<file path="config.mk">
export PLATFORM = sky130hd
export DESIGN_NAME = hps_io_cmd_decoder
export DESIGN_NICKNAME = d
export VERILOG_FILES = /design/src/rtl/hps_io_cmd_decoder_pkg.sv /design/src/rtl/hps_io_cmd_decoder.sv
export SDC_FILE = /design/constraint.sdc
export NUM_CORES = 1
export LEC_CHECK = 0
export ABC_AREA = 1
export BUFFER_PORTS_ARGS = -buffer_cell sky130_fd_sc_hd__buf_2
export CORE_ASPECT_RATIO = 0.75
export CORE_MARGIN = 3
export CORE_UTILIZATION = 41
export CTS_CLUSTER_DIAMETER = 100
export CTS_CLUSTER_SIZE = 16
export DETAILED_ROUTE_END_ITERATION = 7
export GPL_TIMING_DRIVEN = 0
export PLACE_DENSITY = 0.6
export SYNTH_ARGS = -nofsm -noshare
export SYNTH_HDL_FRONTEND = slang
export SYNTH_SLANG_ARGS = --single-unit
</file>
<file path="constraint.sdc">
create_clock -name sys_clk -period 24.9 [get_ports sys_clk]
set_input_delay 0 -clock sys_clk [delete_from_list [all_inputs] [get_ports sys_clk]]
set_output_delay 0 -clock sys_clk [all_outputs]
set_load 0.005 [all_outputs]
</file>
<file path="src/rtl/hps_io_cmd_decoder_pkg.sv">
// Shared definitions for the HPS IO command decoder: command codes and FSM states.
// Latency: n/a (definitions only).
// Backpressure: n/a (definitions only).
package hps_io_cmd_decoder_pkg;

  localparam logic [15:0] UIO_BUT_SW     = 16'h0001;
  localparam logic [15:0] UIO_JOY0       = 16'h0002;
  localparam logic [15:0] UIO_JOY1       = 16'h0003;
  localparam logic [15:0] UIO_SET_STATUS = 16'h001E;
  localparam logic [15:0] UIO_GET_STATUS = 16'h0029;

  typedef enum logic [1:0] {
    ST_IDLE = 2'd0,
    ST_CMD  = 2'd1,
    ST_DATA = 2'd2
  } state_t;

endpackage

</file>
<file path="src/rtl/hps_io_cmd_decoder.sv">
// HPS IO command decoder: turns io_enable-framed SPI words into buttons/joystick/status registers and gp_in readback.
// Latency: every register update lands on the sys_clk edge after the io_strobe cycle.
// Backpressure: none; each strobed word is consumed in its cycle, words past the saturated counter are dropped.
module hps_io_cmd_decoder
  import hps_io_cmd_decoder_pkg::*;
#(
  parameter int STATUS_WORDS = 8,
  parameter int WCNT_W       = 8
) (
  input  logic                        sys_clk,
  input  logic                        reset,
  input  logic [31:0]                 gp_out,
  input  logic                        io_strobe,
  output logic [15:0]                 gp_in,
  output logic [15:0]                 cmd,
  output logic [15:0]                 buttons,
  output logic [31:0]                 joystick_0,
  output logic [31:0]                 joystick_1,
  output logic [16*STATUS_WORDS-1:0]  status,
  output logic                        status_update
);

  localparam logic [WCNT_W-1:0] WCNT_MAX = '1;

  logic                       io_en;
  logic [15:0]                word;
  logic                       unused_gp_out;
  state_t                     state;
  state_t                     state_nxt;
  logic                       cmd_stb;
  logic                       data_stb;
  logic [WCNT_W-1:0]          word_cnt;
  logic [15:0]                rd_word;
  logic [16*STATUS_WORDS-1:0] shadow;
  logic [16*STATUS_WORDS-1:0] shadow_mrg;

  assign io_en         = gp_out[20];
  assign word          = gp_out[15:0];
  assign unused_gp_out = ^{gp_out[31:21], gp_out[19:16]};

  // FSM state register
  always_ff @(posedge sys_clk or posedge reset) begin
    if (reset) state <= ST_IDLE;
    else       state <= state_nxt;
  end

  // Next state, and qualification of strobes as command or data words; io_en low wins over a strobe
  always_comb begin
    state_nxt = state;
    cmd_stb   = 1'b0;
    data_stb  = 1'b0;
    if (!io_en) begin
      state_nxt = ST_IDLE;
    end else begin
      case (state)
        ST_IDLE: state_nxt = ST_CMD;
        ST_CMD: begin
          if (io_strobe) begin
            cmd_stb   = 1'b1;
            state_nxt = ST_DATA;
          end
        end
        ST_DATA: data_stb = io_strobe && (word_cnt != WCNT_MAX);
        default: state_nxt = ST_IDLE;
      endcase
    end
  end

  // Status word addressed by the current word counter, used for get-status readback
  always_comb begin
    rd_word = '0;
    for (int i = 0; i < STATUS_WORDS; i++) begin
      if (word_cnt == WCNT_W'(i)) rd_word = status[16*i +: 16];
    end
  end

  // Shadow with the incoming data word merged in at its index
  always_comb begin
    shadow_mrg = shadow;
    for (int i = 0; i < STATUS_WORDS; i++) begin
      if (word_cnt == WCNT_W'(i + 1)) shadow_mrg[16*i +: 16] = word;
    end
  end

  // Command/word-counter tracking, readback word and button/joystick decode
  always_ff @(posedge sys_clk or posedge reset) begin
    if (reset) begin
      cmd        <= '0;
      word_cnt   <= '0;
      gp_in      <= '0;
      buttons    <= '0;
      joystick_0 <= '0;
      joystick_1 <= '0;
    end else if (!io_en) begin
      cmd      <= '0;
      word_cnt <= '0;
      gp_in    <= '0;
    end else if (cmd_stb) begin
      cmd      <= word;
      word_cnt <= WCNT_W'(1);
      gp_in    <= (word == UIO_GET_STATUS) ? rd_word : '0;
    end else if (data_stb) begin
      word_cnt <= word_cnt + WCNT_W'(1);
      gp_in    <= (cmd == UIO_GET_STATUS) ? rd_word : '0;
      case (cmd)
        UIO_BUT_SW: if (word_cnt == WCNT_W'(1)) buttons <= word;
        UIO_JOY0: begin
          if (word_cnt == WCNT_W'(1))      joystick_0[15:0]  <= word;
          else if (word_cnt == WCNT_W'(2)) joystick_0[31:16] <= word;
        end
        UIO_JOY1: begin
          if (word_cnt == WCNT_W'(1))      joystick_1[15:0]  <= word;
          else if (word_cnt == WCNT_W'(2)) joystick_1[31:16] <= word;
        end
        default: ;
      endcase
    end
  end

  // Status shadow fill and commit; a partial frame leaves status alone and the shadow is reloaded next time
  always_ff @(posedge sys_clk or posedge reset) begin
    if (reset) begin
      shadow        <= '0;
      status        <= '0;
      status_update <= 1'b0;
    end else begin
      status_update <= 1'b0;
      if (cmd_stb && (word == UIO_SET_STATUS)) begin
        shadow <= status;
      end else if (data_stb && (cmd == UIO_SET_STATUS)) begin
        shadow <= shadow_mrg;
        if (word_cnt == WCNT_W'(STATUS_WORDS)) begin
          status        <= shadow_mrg;
          status_update <= 1'b1;
        end
      end
    end
  end

endmodule

</file>
==> impl_metrics.py <==
metrics = {
    "die": {
        "std_cell_rows": 65,
        "coreArea_mm2": 0.04270,
        "initial_utilization_pct": 42.19,
        "floorplan.io_pins": 276,
        "die_h_um": 187.5,
        "die_w_um": 248.1,
        "die_area_mm2": 0.04652,
    },
    "setup_path": {
        "path_cells": "nand2_1 -> inv_1 -> nand3_1 -> inv_1 -> nand3_1 -> clkbuf_1 -> clkbuf_1 -> nand3_1 -> o211ai_1",
        "r2r_setup_slack_ps": 22130,
        "worstSetupStartpointType": "flip-flop",
        "critical_path_arrival_ps": 3250,
        "slowest_delay_ps": 690,
        "crit_slowest_cell": "clkbuf_1",
        "crit_path_start": "state[0]",
        "endpoint_kind": "flip-flop",
        "cp.depth": 9,
        "crit_path_end": "shadow[35]",
        "worst-path-buf-inv": 4,
        "critPathTopFamily": "buffers and inverters",
        "crit_fanout": 10,
        "critPathKind": "flip-flop to flip-flop",
        "worstReg2RegEnd": "shadow[35]",
        "worstPathRequired_ps": 25380,
        "cp_common_cell": "nand3_1",
        "reg2regPathDepth": 9,
        "r2r-start": "state[0]",
    },
    "global_route": {
        "antenna_found_initial": 1,
        "grt_pass1_vias": 16510,
        "grt_start_max_net_pins": 89,
        "grt_use_total_pct": 29.18,
        "grt_pass1_wl_mm": 103.8,
        "grt_overflow": 0,
    },
    "pwr": {
        "power.leakage_nw": 10.87,
        "ir_drop_v": 0.00004825,
        "finalPower_mw": 1.113,
        "p_per_area_mw_per_mm2": 53.31,
    },
    "clocking": {
        "clk_pin_slew_worst_paths_ps": 70,
        "clock_path_buffers": 3,
        "cts_tree": "yes",
        "cts_root_buf": "clkbuf_16",
        "cts_resized": 0,
        "htree_levels": 1,
        "cts.sinks": 372,
        "clk_latency_ps": 580,
        "cts_buffers": 27,
    },
    "yosys": {
        "yosys.area.top_type": "dfrtp_1",
        "synth_nets": 2326,
        "synthTopCellsByArea": "dfrtp_1 52%, nand2_1 14%, o21ai_0 5.7%",
        "yosysSeqAreaShare_pct": 51.67,
        "synth_top_cell_area_share_pct": 51.67,
        "synthArstFlopShare_pct": 100.0,
        "ys_types": 34,
        "syn_inst": 2287,
        "syn-cell-area_mm2": 0.01802,
        "ys.flop_type": "dfrtp_1",
        "yosysMostFrequentCell": "nand2_1",
        "synth-edff-count": 0,
        "ys_warn_count": 0,
        "syn_area_per_cell_um2": 7.878,
        "synth_common_cells": "674 x nand2_1, 372 x dfrtp_1, 208 x inv_1, 205 x o21ai_0, 174 x nand3_1",
        "synth_seq_cells": 372,
    },
    "finish": {
        "num-fill-cells": 4247,
        "multi_input_area_mm2": 0.007082,
        "drive_gt1_share_pct": 14.98,
        "register_area_mm2": 0.009309,
        "nets": 2622,
        "area_growth_pct": 15.88,
        "antenna_cells": 0,
    },
    "detailed_routing": {
        "drtIter0Drc": 2331,
        "vias": 17710,
        "routed_wl_mm": 69.00,
        "drc": 0,
        "avgViaCountPerCell": 5.617,
        "ant_nets": 0,
        "wl_per_cell_um": 21.89,
        "drtPass1Iterations": 8,
    },
    "timing": {
        "hold_violations": 0,
        "worst_slew_pin_slew_ps": 1354,
        "finClkSkew_ps": 19.61,
        "finalMaxSlewViolations": 0,
        "timing.fmax_mhz": 361.1,
        "rsz0062_at_grt": "false",
        "final.setup.tns_ps": 0,
        "max-slew-margin-rel_pct": 9.704,
        "min_period_ps": 2769,
        "period_share_pct": 11.12,
        "finalSetupViolCount": 0,
    },
    "outcome": {
        "outcome": "finished clean",
    },
    "flow_run": {
        "maxCapViolCount": 0,
    },
    "placed_design": {
        "routabilityCongestion": 0.9598,
        "dp_hpwl_mm": 49.38,
        "io_buffers": 260,
    },
    "min_path": {
        "min_path_type": "primary input to asynchronous set/reset pin",
    },
}
## worst register-to-register path, stage by stage, from the launching register on
cell	delay [ps]
dfrtp_1	380
nand2_1	100
inv_1	60
nand3_1	180
inv_1	140
nand3_1	310
clkbuf_1	690
clkbuf_1	550
nand3_1	150
o211ai_1	110
## layer usage
layer	part of all wire (%)	global-route usage (%)	routed length [um]
met5	0.019	0	13
met1	45	44.64	31120
met4	3.2	8.143	2239
met3	9.5	5.390	6544
met2	42	42.08	29080
## final cells by class
class                           count  area share, %
Clock inverter                      2         0.1199
Clock buffer                       27          3.236
Tap cell                          569          3.410
Timing Repair Buffer              267          6.904
Sequential cell                   372          44.59
Buffer                            167          3.812
Inverter                          221          4.009
Multi-Input combinational cell   1527          33.92
## sequential cells by signal, indices dropped and copies added, names as in the netlist
| name | flops |
|---|---|
| gp_in | 16 |
| status | 128 |
| status_update | 1 |
| joystick_1 | 32 |
| cmd | 16 |
| shadow | 121 |
| word_cnt | 8 |
| joystick_0 | 32 |
| state | 2 |
| buttons | 16 |
## cells in the final DEF (no fill, tap or decap), types with 4 or more instances in the layout
cell,instances
nand2_1,674
dfrtp_1,372
buf_2,308
inv_1,207
o21ai_0,205
nand3_1,174
o21ai_1,140
nor2_1,110
clkbuf_1,91
o211ai_1,87
a21oi_1,52
clkbuf_16,27
nor3_1,26
o22ai_1,13
o221ai_1,13
inv_2,10
buf_6,10
buf_1,9
buf_4,9
nand4_1,8
nor2_2,5
ha_1,4
buf_16,4
## timing repair
item,in CTS,in global routing
setup buffers,0,0
hold buffers,3,0
hold endpoints to repair,131,0
## worst min path at each step
| stage | end | slack [ps] | depth (start not counted) |
|---|---|---|---|
| global route | status[103] | 40 | 5 |
| CTS | status[103] | 10 | 5 |
| finish | status_update | 2 | 3 |
| floorplan | word_cnt[7] | 140 | 2 |
| global placement | word_cnt[7] | 310 | 3 |
| detailed placement | status_update | 100 | 2 |
## where the power goes
part / switching, mW / leakage (nW) / internal, mW
clock: 0.220 / 0.344 / 0.193
combinational: 0.0726 / 5.44 / 0.0182
sequential: 0.00240 / 5.08 / 0.606
## through the flow
step	hold WS [ps]	utilization, %	worst slack, ps	cell area (um2)	cells
after floorplan	137.7	-	14570	18020	2287
after global placement	307.2	46.91	10170	20030	3116
after detailed placement	100.6	47.19	22280	20150	3120
after CTS	9.681	48.90	22250	20880	3152
after global routing	41.31	48.90	22040	20880	3152
final	2.306	48.90	22130	20880	3152
## cell families (layout without fill, tap and decap cells)
kind of cell    after synthesis  after routing  synth area share [%]
xor+xnor                      1              1               0.04862
buf+inv                     388            684                 9.021
simple gates               1008           1008                 23.00
flops                       372            372                 51.67
fa+ha+maj                     4              4                0.2778
compound gates              514            514                 15.98
No activity file was read; power rests on OpenSTA's default activity.
